### src/rtl/sell_ticket_pkg.sv
// Shared types and constants for the multi-ticket vending controller:
// FSM state encoding, coin face values and the per-type ticket price table.
package sell_ticket_pkg;

    typedef enum logic [1:0] {
        ST_IDLE    = 2'd0,
        ST_COLLECT = 2'd1,
        ST_VEND    = 2'd2,
        ST_CHANGE  = 2'd3
    } state_t;

    localparam int unsigned COIN_1   = 1;
    localparam int unsigned COIN_5   = 5;
    localparam int unsigned COIN_10  = 10;
    localparam int unsigned COIN_50  = 50;
    localparam int unsigned COIN_100 = 100;

    localparam int unsigned PRICE_TYPES   = 4;
    localparam int unsigned PRICE_IDX_W   = $clog2(PRICE_TYPES);
    localparam int unsigned PRICE [PRICE_TYPES] = '{5, 10, 20, 50};

    typedef struct packed {
        logic c50;
        logic c10;
        logic c5;
        logic c1;
    } change_coins_t;

    // Types beyond the table are priced 0, which the controller treats as unsellable.
    function automatic int unsigned price_of(input int unsigned ticket_idx);
        int unsigned price;
        price = 0;
        if (ticket_idx < PRICE_TYPES) begin
            price = PRICE[ticket_idx[PRICE_IDX_W-1:0]];
        end
        return price;
    endfunction

endpackage

### src/rtl/sell_ticket_multi_change_dispenser.sv
// Greedy change datapath: holds the amount still owed, emits one change coin
// per active cycle (largest that fits) and accumulates the total paid out.
module change_dispenser
    import sell_ticket_pkg::*;
#(
    parameter int unsigned CREDIT_W = 10
) (
    input  logic                clk_sys,
    input  logic                rst,
    input  logic                load,
    input  logic [CREDIT_W-1:0] load_value,
    input  logic                active,
    output logic                chg1,
    output logic                chg5,
    output logic                chg10,
    output logic                chg50,
    output logic [CREDIT_W-1:0] money_return,
    output logic                empty
);

    localparam int unsigned EXT_W = CREDIT_W + 7;

    logic [CREDIT_W-1:0] remaining_q, remaining_d;
    logic [CREDIT_W-1:0] money_return_q, money_return_d;
    change_coins_t       coins_q, coins_d;
    logic [EXT_W-1:0]    rem_ext;
    logic [CREDIT_W-1:0] step;

    assign rem_ext = {7'd0, remaining_q};

    // Loading starts a fresh payout and clears the reported total.
    always_comb begin
        remaining_d    = remaining_q;
        money_return_d = money_return_q;
        coins_d        = '0;
        step           = '0;
        if (load) begin
            remaining_d    = load_value;
            money_return_d = '0;
        end else if (active && (remaining_q != '0)) begin
            if (rem_ext >= EXT_W'(COIN_50)) begin
                coins_d.c50 = 1'b1;
                step        = CREDIT_W'(COIN_50);
            end else if (rem_ext >= EXT_W'(COIN_10)) begin
                coins_d.c10 = 1'b1;
                step        = CREDIT_W'(COIN_10);
            end else if (rem_ext >= EXT_W'(COIN_5)) begin
                coins_d.c5  = 1'b1;
                step        = CREDIT_W'(COIN_5);
            end else begin
                coins_d.c1  = 1'b1;
                step        = CREDIT_W'(COIN_1);
            end
            remaining_d    = remaining_q - step;
            money_return_d = money_return_q + step;
        end
    end

    always_ff @(posedge clk_sys or negedge rst) begin
        if (!rst) begin
            remaining_q    <= '0;
            money_return_q <= '0;
            coins_q        <= '0;
        end else begin
            remaining_q    <= remaining_d;
            money_return_q <= money_return_d;
            coins_q        <= coins_d;
        end
    end

    assign chg1         = coins_q.c1;
    assign chg5         = coins_q.c5;
    assign chg10        = coins_q.c10;
    assign chg50        = coins_q.c50;
    assign money_return = money_return_q;
    assign empty        = (remaining_q == '0);

endmodule

### src/rtl/sell_ticket_multi.sv
// Multi-type ticket vending controller: collects coins, sells up to MAX_COUNT
// tickets of one type per purchase, then pays back the remaining credit as change.
module sell_ticket_multi
    import sell_ticket_pkg::*;
#(
    parameter int unsigned N_TYPES     = 4,
    parameter int unsigned MAX_COUNT   = 3,
    parameter int unsigned CREDIT_W    = 10,
    parameter int unsigned TIMEOUT_CYC = 1000,
    localparam int unsigned TW = (N_TYPES > 1) ? $clog2(N_TYPES) : 1,
    localparam int unsigned CW = $clog2(MAX_COUNT + 1)
) (
    input  logic                clk_sys,
    input  logic                rst,
    input  logic                ci1,
    input  logic                ci5,
    input  logic                ci10,
    input  logic                ci50,
    input  logic                ci100,
    input  logic [TW-1:0]       ticket_type,
    input  logic [CW-1:0]       ticket_count,
    input  logic                sure,
    input  logic                nsure,
    output logic                short_flag,
    output logic                tkt_valid,
    output logic [TW-1:0]       tkt_type,
    output logic                chg1,
    output logic                chg5,
    output logic                chg10,
    output logic                chg50,
    output logic                coin_rej,
    output logic [CREDIT_W-1:0] credit,
    output logic [CREDIT_W-1:0] money_return,
    output logic                busy
);

    localparam int unsigned TOTAL_W = CREDIT_W + CW;
    localparam int unsigned SUM_W   = CREDIT_W + 8;
    localparam int unsigned TO_W    = $clog2(TIMEOUT_CYC + 1);

    state_t              state_q, state_d;
    logic [CREDIT_W-1:0] credit_q, credit_d;
    logic [TO_W-1:0]     idle_cnt_q, idle_cnt_d;
    logic [CW-1:0]       tickets_left_q, tickets_left_d;
    logic [TW-1:0]       tkt_type_q, tkt_type_d;
    logic                tkt_valid_q, tkt_valid_d;
    logic                short_flag_q, short_flag_d;
    logic                coin_rej_q, coin_rej_d;

    logic                any_coin;
    logic [SUM_W-1:0]    coin_sum;
    logic [SUM_W-1:0]    sum_ext;
    logic                overflow;
    logic [CREDIT_W-1:0] credit_after;
    logic [CREDIT_W-1:0] price;
    logic [TOTAL_W-1:0]  total;
    logic                order_ok;
    logic                timeout;
    logic                disp_load;
    logic [CREDIT_W-1:0] disp_load_value;
    logic                disp_empty;
    logic                change_active;

    assign any_coin = ci1 | ci5 | ci10 | ci50 | ci100;

    assign coin_sum = (ci1   ? SUM_W'(COIN_1)   : SUM_W'(0))
                    + (ci5   ? SUM_W'(COIN_5)   : SUM_W'(0))
                    + (ci10  ? SUM_W'(COIN_10)  : SUM_W'(0))
                    + (ci50  ? SUM_W'(COIN_50)  : SUM_W'(0))
                    + (ci100 ? SUM_W'(COIN_100) : SUM_W'(0));

    // A cycle's coins are accepted all-or-nothing so credit never wraps.
    assign sum_ext      = {8'd0, credit_q} + coin_sum;
    assign overflow     = |sum_ext[SUM_W-1:CREDIT_W];
    assign credit_after = overflow ? credit_q : sum_ext[CREDIT_W-1:0];

    assign price    = CREDIT_W'(price_of(32'(ticket_type)));
    assign total    = {{CW{1'b0}}, price} * {{CREDIT_W{1'b0}}, ticket_count};
    assign order_ok = (ticket_count != '0)
                   && (32'(ticket_count) <= MAX_COUNT)
                   && (32'(ticket_type) < N_TYPES)
                   && (price != '0);

    assign timeout = !any_coin && !sure
                  && (idle_cnt_q == TO_W'(TIMEOUT_CYC - 1));

    always_comb begin
        state_d         = state_q;
        credit_d        = credit_q;
        idle_cnt_d      = '0;
        tickets_left_d  = tickets_left_q;
        tkt_type_d      = tkt_type_q;
        tkt_valid_d     = 1'b0;
        short_flag_d    = 1'b0;
        coin_rej_d      = 1'b0;
        disp_load       = 1'b0;
        disp_load_value = '0;

        case (state_q)
            ST_IDLE: begin
                if (any_coin) begin
                    if (overflow) begin
                        coin_rej_d = 1'b1;
                    end else begin
                        credit_d = credit_after;
                        state_d  = ST_COLLECT;
                    end
                end
            end

            ST_COLLECT: begin
                coin_rej_d = any_coin && overflow;
                credit_d   = credit_after;
                if (!any_coin && !sure) begin
                    idle_cnt_d = idle_cnt_q + 1'b1;
                end
                // Cancel beats confirm; the refund includes any coin taken this cycle.
                if (nsure || timeout) begin
                    state_d         = ST_CHANGE;
                    disp_load       = 1'b1;
                    disp_load_value = credit_after;
                    credit_d        = '0;
                    idle_cnt_d      = '0;
                end else if (sure && order_ok) begin
                    if ({{CW{1'b0}}, credit_q} < total) begin
                        short_flag_d = 1'b1;
                    end else begin
                        credit_d       = credit_after - total[CREDIT_W-1:0];
                        tickets_left_d = ticket_count;
                        tkt_type_d     = ticket_type;
                        state_d        = ST_VEND;
                    end
                end
            end

            ST_VEND: begin
                coin_rej_d = any_coin;
                if (tickets_left_q != '0) begin
                    tkt_valid_d    = 1'b1;
                    tickets_left_d = tickets_left_q - 1'b1;
                end
                if (tickets_left_q <= CW'(1)) begin
                    state_d         = ST_CHANGE;
                    disp_load       = 1'b1;
                    disp_load_value = credit_q;
                    credit_d        = '0;
                end
            end

            ST_CHANGE: begin
                coin_rej_d = any_coin;
                if (disp_empty) begin
                    state_d = ST_IDLE;
                end
            end

            default: begin
                state_d = ST_IDLE;
            end
        endcase
    end

    always_ff @(posedge clk_sys or negedge rst) begin
        if (!rst) begin
            state_q        <= ST_IDLE;
            credit_q       <= '0;
            idle_cnt_q     <= '0;
            tickets_left_q <= '0;
            tkt_type_q     <= '0;
            tkt_valid_q    <= 1'b0;
            short_flag_q   <= 1'b0;
            coin_rej_q     <= 1'b0;
        end else begin
            state_q        <= state_d;
            credit_q       <= credit_d;
            idle_cnt_q     <= idle_cnt_d;
            tickets_left_q <= tickets_left_d;
            tkt_type_q     <= tkt_type_d;
            tkt_valid_q    <= tkt_valid_d;
            short_flag_q   <= short_flag_d;
            coin_rej_q     <= coin_rej_d;
        end
    end

    assign change_active = (state_q == ST_CHANGE);

    change_dispenser #(
        .CREDIT_W (CREDIT_W)
    ) u_change (
        .clk_sys      (clk_sys),
        .rst          (rst),
        .load         (disp_load),
        .load_value   (disp_load_value),
        .active       (change_active),
        .chg1         (chg1),
        .chg5         (chg5),
        .chg10        (chg10),
        .chg50        (chg50),
        .money_return (money_return),
        .empty        (disp_empty)
    );

    assign short_flag = short_flag_q;
    assign tkt_valid  = tkt_valid_q;
    assign tkt_type   = tkt_type_q;
    assign coin_rej   = coin_rej_q;
    assign credit     = credit_q;
    assign busy       = (state_q == ST_VEND) || (state_q == ST_CHANGE);

endmodule

### config.mk
export PLATFORM = sky130hd
export DESIGN_NAME = sell_ticket_multi
export DESIGN_NICKNAME = d
export VERILOG_FILES = /design/src/rtl/sell_ticket_pkg.sv /design/src/rtl/sell_ticket_multi_change_dispenser.sv /design/src/rtl/sell_ticket_multi.sv
export SDC_FILE = /design/constraint.sdc
export NUM_CORES = 1
export LEC_CHECK = 0
export BUFFER_PORTS_ARGS = -buffer_cell sky130_fd_sc_hd__buf_4
export CORE_MARGIN = 3
export CORE_UTILIZATION = 61
export DETAILED_ROUTE_END_ITERATION = 6
export PLACE_DENSITY_LB_ADDON = 0.1
export SYNTH_ARGS = -nofsm -noshare
export SYNTH_HDL_FRONTEND = slang
export SYNTH_SLANG_ARGS = --single-unit
### constraint.sdc
create_clock -name clk_sys -period 4.4 [get_ports clk_sys]
set_input_delay 0.44 -clock clk_sys [delete_from_list [all_inputs] [get_ports clk_sys]]
set_output_delay 0.44 -clock clk_sys [all_outputs]
set_load 0.02 [all_outputs]
# Yosys cells after proc, flatten, opt, wreduce, memory -nomap -nowiden
# Cells that the tools add are included.
op_classes:
  addsub: 10
  mul: 1
  n_lt_le_gt_ge: 6
  eq_ne: 14
  n_mux: 64
  bitwise: 7
  n_reduce_logical: 25
ops:
  columns: ["cell", "n"]
  rows:
  - ["2-to-1 mux 10 bit", 22]
  - ["binary-select mux 32 bit (select 2 bit)", 1]
  - ["one-hot mux 10 bit (3 select lines)", 1]
  - ["2-to-1 mux 2 bit", 12]
  - ["one-hot mux 10 bit (2 select lines)", 1]
  - ["nonzero test 10 bit", 2]
  - ["subtractor 10 bit", 2]
  - ["inequality test 2 bit (second input constant)", 8]
  - ["2-to-1 mux 1 bit", 15]
  - ["less-than comparator 10 x 12 -> 1 bit", 1]
  - ["multiplier 10 x 2 -> 12 bit", 1]
  - ["2-to-1 mux 4 bit", 3]
  - ["adder 10 x 8 -> 11 bit", 1]
  - ["adder 10 x 1 -> 10 bit (second input constant)", 1]
  - ["adder 10 bit", 1]
  - ["== test 10 bit (second input constant)", 1]
  - [">= comparator 10 x 3 -> 1 bit (second input constant)", 1]
  - [">= comparator 10 x 4 -> 1 bit (second input constant)", 1]
  - [">= comparator 10 x 6 -> 1 bit (second input constant)", 1]
  - ["logical NOT 10 bit", 1]
  - ["2-to-1 mux 3 bit", 3]
  - ["adder 7 x 7 -> 8 bit", 1]
  - ["one-hot mux 2 bit (4 select lines)", 1]
  - ["AND reduction 4 bit", 2]
  - ["other kinds (27)", 43]
totals:
  reg_bits: 53

# Depth between registers and ports, before layout
# Gate-level depths: netlist of the first run.
depth:
  word_depth: 14
  depth_mapped: 19
  mapped_depth_nobuf: 18

# Cells and area by module
# From an unflattened synthesis of the first run, not the netlist that was laid out.
unflattened:
  hier_cells: 541
  area_unflattened_um2: 4815.9
by_module_without_submodules:
  columns: ["mod", "instances", "cells_each", "area_per_inst_um2", "seq_area_each_um2"]
  rows:
  - ["sell_ticket_multi", 1, 355, 3126.7, 725.7]
  - ["change_dispenser", 1, 186, 1689.1, 600.6]

# Least setup slack after synthesis of the first run
# OpenSTA, ideal clock, no wires.
synth_path:
  kind: "reg2reg"
  start: "register credit_q[5], in the netlist credit[5]"
  end: "register credit_q[9], in the netlist credit[9]"
  setup_ps: 126
  arrival_ps: 3986
  required_time_ps: 4274
  setup_slack_ps: 288
  path_stages_with_launch: 20
  path_buffers: 1
  period_less_slack_ps: 4112
  path_cell_list: "dfrtp_1 inv_1 fa_1 inv_1 ha_1 o21a_1 and3_1 a22o_2 and2_1 buf_6 a21oi_2 inv_1 ha_1 nor2b_1 o31a_1 o32ai_1 nor2_1 nor4_1 xnor2_1 o21ai_1"
synth_between:
  elab_chain_cells: 8
  elab_cells_between_ends: 13
  classes_between: "add/sub: 2; order compare: 1; eq/ne: 1; mux: 7; reduce/logical: 2"
synth_rtl:
  columns: ["element", "line_no", "text"]
  rows:
  - ["start: declaration", "sell_ticket_multi.sv:42", "logic [CREDIT_W-1:0] credit_q, credit_d;"]
  - ["start signal: assignment", "sell_ticket_multi.sv:175", "credit_q <= credit_d;"]
  - ["adder 10 x 8 -> 11 bit", "sell_ticket_multi.sv:73", "assign sum_ext = {8'd0, credit_q} + coin_sum;"]
  - ["OR reduction 8 bit", "sell_ticket_multi.sv:74", "assign overflow = |sum_ext[SUM_W-1:CREDIT_W];"]
  - ["2-to-1 mux 10 bit", "sell_ticket_multi.sv:75", "assign credit_after = overflow ? credit_q : sum_ext[CREDIT_W-1:0];"]
  - ["subtractor 10 bit", "sell_ticket_multi.sv:128", "credit_d = credit_after - total[CREDIT_W-1:0];"]
  - ["2-to-1 mux 10 bit", "sell_ticket_multi.sv:125", "if ({{CW{1'b0}}, credit_q} < total) begin"]
  - ["2-to-1 mux 10 bit", "sell_ticket_multi.sv:124", "end else if (sure && order_ok) begin"]
  - ["2-to-1 mux 10 bit", "sell_ticket_multi.sv:118", "if (nsure || timeout) begin"]
  - ["one-hot mux 10 bit (3 select lines)", "sell_ticket_multi.sv:99", "case (state_q)"]
# Parallel ways exist; a longest one is shown, timed or not. The select of a mux whose other input is x is not followed.
# A chain may end at the register's enable or synchronous reset.

# Worst setup path in the final report of the first run
layout_path:
  start: "register credit_q[2], in the netlist credit[2]"
  end: "register credit_q[8], in the netlist credit[8]"
# Same word-level chain as after synthesis.

==> out/results.ini, run 1 <==
[status]
run_status = finished, final reports clean

[placed_design]
routabilityCongestion = 0.916
place_hpwl_mm = 9.11
place_area_um2 = 5100
io_buffers = 42

[die]
die_w_um = 93.0
num_io_pins = 43
fp.dieH_um = 93.0
core-area_um2 = 7290
die-area_um2 = 8660
initial_core_util = 0.634
row_count = 31

[timing]
slew_headroom = 0.538
timing.final.crit_share = 0.942
hold_viol_final = 0
grt_setup_unrepaired = no
hold_slack_ps = 149
max_clock_freq_mhz = 241
worst_pin_slew_ps = 692
finalCriticalPeriod_ps = 4150
setup_viol = 0
fin_skew_ps = 13.7
fin_setup_tns_ps = 0
drv_slew = 0

[logic_synthesis]
avgSynthCellArea_um2 = 8.91
synth.distinct_cells = 72
synthAdderAreaFrac = 0.177
synth_edf_count = 0
synth_compound_area_frac = 0.200
synth_top_area_frac = 0.287
synth.area.mux_share = 0.0160
synth_xor_area_frac = 0.0568
synth_top_family_by_area = simple AND/OR/NAND/NOR gates
yosysSeqAreaShare = 0.287
synthArstFlopShare = 1.00
synth_flop_cell = dfrtp_1
synth-seq-cells = 53
synth_cells = 519
synth_fp_nets = 592
yosys.area_share.simple = 0.212
netlist_area_um2 = 4620
ys_warn_count = 0
synth_top_area_cell = dfrtp_1
ys_top_cells_by_area = dfrtp_1 29%, ha_1 14%, nor2_1 4.2%, a21oi_1 4.1%, xnor2_1 4.0%

[cts]
cts_buffers = 5
clock_latency_ps = 320
cts.sinks = 53
cts_tree = done
clkSlewWorstSetupHoldPaths_ps = 100
root_buffer = clkbuf_8
ctsHtreeMaxLevel = 2
ctsHoldBuffers = 0
cts_buffer_depth = 2

[setup_path]
r2r_end = credit[8]
cp-start-kind = flip-flop
slowest_stage = fa_1
slowest_delay_ps = 470
timing.rr.start = credit[2]
path_cells = fa_1, ha_1, a211oi_2, o21ai_1, a22o_2, buf_4, a21oi_1, a21oi_1, ha_1, fa_1, nor2b_1, o31a_1, nor2_1, nor4_1, nor3_1, xnor2_1, o21ai_0
worstSetupPathType = flip-flop to flip-flop
crit_path_max_fanout = 5
path_delay_family = adder cells
worst-r2r-cell-count = 17
arrival_ps = 4380
worst-path-buf-inv = 1
end_kind = flip-flop
rrSetupSlack_ps = 250
critical_path_required_ps = 4630

[drt]
drc = 0
routedWlPerCell_um = 17.1
viasPerCell = 5.92
vias = 3967
first_pass_iters = 5
drtAntennaViolNets = 0
drtIter0Drc = 193
wirelength_mm = 11.4

[global_routing]
overflow = 0
grt_pass1_vias = 4016
grt_start_max_net_pins = 54
grt_pass1_wl_mm = 19.5
grt_usage = 0.284
antenna_found_initial = 0

[power_and_ir_drop]
sw_frac_of_total = 0.501
switchingPower_mw = 1.99
vdd_drop_max_mv = 0.553
p_comb_frac = 0.717
internal_power_mw = 1.99
powerDensity_nw_per_um2 = 765
seqPwrFrac = 0.207
clockPowerShare = 0.076
p_leak_nw = 2.47

[flow_run]
maxCapViolations = 0

[layout]
utilization = 0.714
diodes = 0
layout-drive-gt1-share = 0.170
final_area_um2 = 5200
synthToLayoutAreaGrowth_pct = 12.6
nets = 643

[worst_hold_path]
worstHoldPathType = input pin to asynchronous set/reset pin

state kept, by name, summed over array words and instances, names as in the netlist:
register,count
u_change.money_return,10
u_change.chg5,1
u_change.chg1,1
state_q,2
u_change.chg50,1
coin_rej,1
tkt_valid,1
short_flag,1
credit,10
tkt_type,2
idle_cnt_q,10
u_change.chg10,1
tickets_left_q,2
u_change.remaining_q,10
routing by layer:
layer  share of wire  wire length [µm]  up-vias  GRT usage
met4           0.031               357        0      0.122
met2            0.50              5710      103      0.497
met3           0.042               486       30     0.0338
met1            0.43              4890     1885      0.352
li1                -                 -     1949          -
met5               0                 0        -          0
cell type report:
cell class | count | area [µm²]
clock buffer | 5 | 68.8
clock inverter | 3 | 25.0
fill | 595 | 2090
inverter | 42 | 158
multi-input combinational | 410 | 3070
sequential | 53 | 1330
tap | 99 | 124
timing repair buffer | 58 | 435
power by group through the flow:
stage,Combinational (mW),Clock [mW],Sequential [mW]
final,2.86,0.302,0.824
after global routing,3.18,0.323,0.845
after CTS,2.83,0.304,0.822
after detailed placement,2.80,0,0.832
after global placement,2.74,0,0.819
after floorplan,1.93,0,0.906
logic make-up (layout without fill, tap and decap cells):
kind of cell | after synthesis | count (layout)
muxes | 7 | 7
AOI/OAI and AO/OA | 133 | 133
DFF | 53 | 53
xor gates and xnor gates | 30 | 30
adders and majority gates | 60 | 60
buffers and inverters | 56 | 108
and+or+nand+nor | 180 | 180
metrics by stage:
step	total power [mW]	worst slack (ps)	std cells
5_1_grt	4.34	4.00	670
4_1_cts	3.95	288	670
3_5_place_dp	3.63	87.9	662
6_report	3.98	255	670
3_3_place_gp	3.56	175	662
2_1_floorplan	2.84	288	519
cells in the final DEF, fill, tap and decap left out, types with 6 or more instances in the layout:
| master | n |
|---|---|
| nand3_1 | 11 |
| buf_4 | 58 |
| nor3_1 | 16 |
| dfrtp_1 | 53 |
| a21o_1 | 9 |
| o21a_1 | 11 |
| nor2b_1 | 13 |
| fa_1 | 9 |
| nand2_1 | 31 |
| xnor2_1 | 21 |
| nor2_1 | 52 |
| ha_1 | 51 |
| a221o_1 | 6 |
| xor2_1 | 9 |
| inv_1 | 42 |
| o21ai_0 | 23 |
| a21oi_1 | 38 |
| nand2b_1 | 7 |
synthesized netlist by cell type (9+ instances only):
master and number:
xor2_1 9, dfrtp_1 53, nor3_1 16, o21a_1 11, o21ai_0 23, fa_1 9
ha_1 51, inv_1 42, nor2b_1 13, nor2_1 52, a21oi_1 38, nand2_1 31
nand3_1 11, a21o_1 9, xnor2_1 21
worst max path at each step:
stage	startpoint	to	slack [ps]	cells after the start
after global placement	ci50	credit[9]	180	19
after global routing	credit[2]	credit[8]	4	17
after floorplan	credit[5]	credit[9]	290	19
after CTS	credit[2]	credit[8]	290	17
after detailed placement	ci50	credit[9]	90	19
final	credit[2]	credit[8]	250	17
worst reg2reg max path, cell delays in order, from the launching register on:
cell	delay [ps]
dfrtp_1	430
fa_1	470
ha_1	340
a211oi_2	280
o21ai_1	170
a22o_2	260
buf_4	160
a21oi_1	150
a21oi_1	80
ha_1	230
fa_1	380
nor2b_1	170
o31a_1	200
nor2_1	60
nor4_1	300
nor3_1	100
xnor2_1	130
o21ai_0	170
repair_timing:
item | CTS | global route
endpoints found under the hold margin | 0 | 0
endpoints found under the setup margin | 0 | 2
setup buffers | 0 | 0
gates resized for setup | 0 | 2
Note: power is estimated with default switching activity, not from simulation.
==> run 2, diff against run 1 <==
PLACE_DENSITY = 0.79   (was default)
PLACE_DENSITY_LB_ADDON = default   (was 0.1)
==> out/results.ini, run 2 (synthesized netlist as in run 1, its figures left out) <==
[power_and_ir_drop]
p_comb_frac = 0.721
internal_power_mw = 1.98
powerDensity_nw_per_um2 = 753
p_leak_nw = 2.47
p_total_mw = 3.91
seqPwrFrac = 0.207
vdd_drop_max_mv = 0.541
switchingPower_mw = 1.94
sw_frac_of_total = 0.495
clockPowerShare = 0.072

[global_routing]
grt_start_max_net_pins = 54
grt_pass1_vias = 4053
grt_usage = 0.264
overflow = 0
antenna_found_initial = 0
grt_pass1_wl_mm = 18.4

[placed_design]
place_inst = 662
pre_cts_slack_ps = 34.0
io_buffers = 42
routabilityCongestion = 0.942
place_area_um2 = 5100
place_hpwl_mm = 8.88

[cts]
clkSlewWorstSetupHoldPaths_ps = 100
ctsHoldBuffers = 0
root_buffer = clkbuf_8
cts_buffer_depth = 2
clock_latency_ps = 310
postCtsSetupRepairBufs = 0
ctsHtreeMaxLevel = 2
cts_buffers = 5
cts.sinks = 53
cts_tree = done

[timing]
fin_setup_tns_ps = 0
max_clock_freq_mhz = 242
finalCriticalPeriod_ps = 4140
hold_viol_final = 0
slew_headroom = 0.536
fin_ws_ps = 260
drv_slew = 0
worst_pin_slew_ps = 694
setup_viol = 0
timing.final.crit_share = 0.941
grt_setup_unrepaired = no
hold_slack_ps = 147
fin_skew_ps = 5.62

[die]
core-area_um2 = 7290
row_count = 31
initial_core_util = 0.634
fp.dieH_um = 93.0
die_w_um = 93.0
die-area_um2 = 8660
num_io_pins = 43

[setup_path]
worst-r2r-cell-count = 16
worstSetupPathType = flip-flop to flip-flop
critical_path_required_ps = 4600
arrival_ps = 4340
cp-start-kind = flip-flop
end_kind = flip-flop
crit_path_max_fanout = 9

[status]
run_status = finished, final reports clean

[layout]
diodes = 0
layout_common_cells = 58 x buf_4, 53 x dfrtp_1, 52 x nor2_1
layout-drive-gt1-share = 0.166
synthToLayoutAreaGrowth_pct = 12.4
fillers = 594
regArea_um2 = 1330
utilization = 0.712
layout_commonest_cell = buf_4
final_cells = 670
final_area_um2 = 5190
multi_input_area_um2 = 3070
nets = 643

[drt]
wl_met3_um = 326
viasPerCell = 6.01
top_layer = met4
drc = 0
vias = 4024
wl_met2_mm = 5.77
routedWlPerCell_um = 16.6
drtIter0Drc = 279
wirelength_met1_mm = 4.61
first_pass_iters = 5
wirelength_mm = 11.1
drtAntennaViolNets = 0

[flow_run]
maxCapViolations = 0

[worst_hold_path]
worstHoldPathType = input pin to asynchronous set/reset pin

[run 2: path summary, 6_finish.rpt]
kind	startpoint	end	slack (ps)
setup / recovery	credit[2]	credit[9]	260
hold / removal	rst	u_change.money_return[1]	150
setup reg to reg	credit[2]	credit[9]	260
hold reg to reg	idle_cnt_q[0]	idle_cnt_q[0]	500
max in group asynchronous	rst	credit[5]	3790
min in group clk_sys	ticket_type[0]	tkt_type[0]	410
[run 2: what timing repair did]
item,4_1_cts,5_1_grt
endpoints found under the setup margin,0,1
resized for setup,0,1
endpoints found under the hold margin,0,0
[run 2: area by class of cell]
type,count,share of cell area
Timing Repair Buffer,58,0.0838
Sequential cell,53,0.255
Clock inverter,2,0.00265
Tap cell,99,0.0238
Inverter,42,0.0303
Clock buffer,6,0.0140
Multi-Input combinational cell,410,0.590
[run 2: routing by layer]
layer	vias to the layer above	global-route usage
li1	1953	-
met1	1943	0.291
met2	97	0.508
met3	31	0.0282
met4	0	0.114
met5	-	0
[run 2: worst max-delay path, cell delays in order (launching register included)]
cell,delay [ps]
dfrtp_1,420
fa_1,470
ha_1,340
a211oi_2,310
o21ai_1,150
a22o_2,260
and2_1,280
a21oi_2,210
inv_1,60
ha_1,260
nor2b_1,140
o31a_1,270
o32ai_1,320
nor2_1,120
nor4_2,200
xnor2_1,160
o21ai_1,70
[run 2: power by group through the flow]
stage | combinational (mW) | clock, mW | sequential [mW]
2_1_floorplan | 1.93 | 0 | 0.906
3_3_place_gp | 2.71 | 0 | 0.807
3_5_place_dp | 2.77 | 0 | 0.816
4_1_cts | 2.79 | 0.286 | 0.806
5_1_grt | 3.13 | 0.301 | 0.830
6_report | 2.82 | 0.280 | 0.811
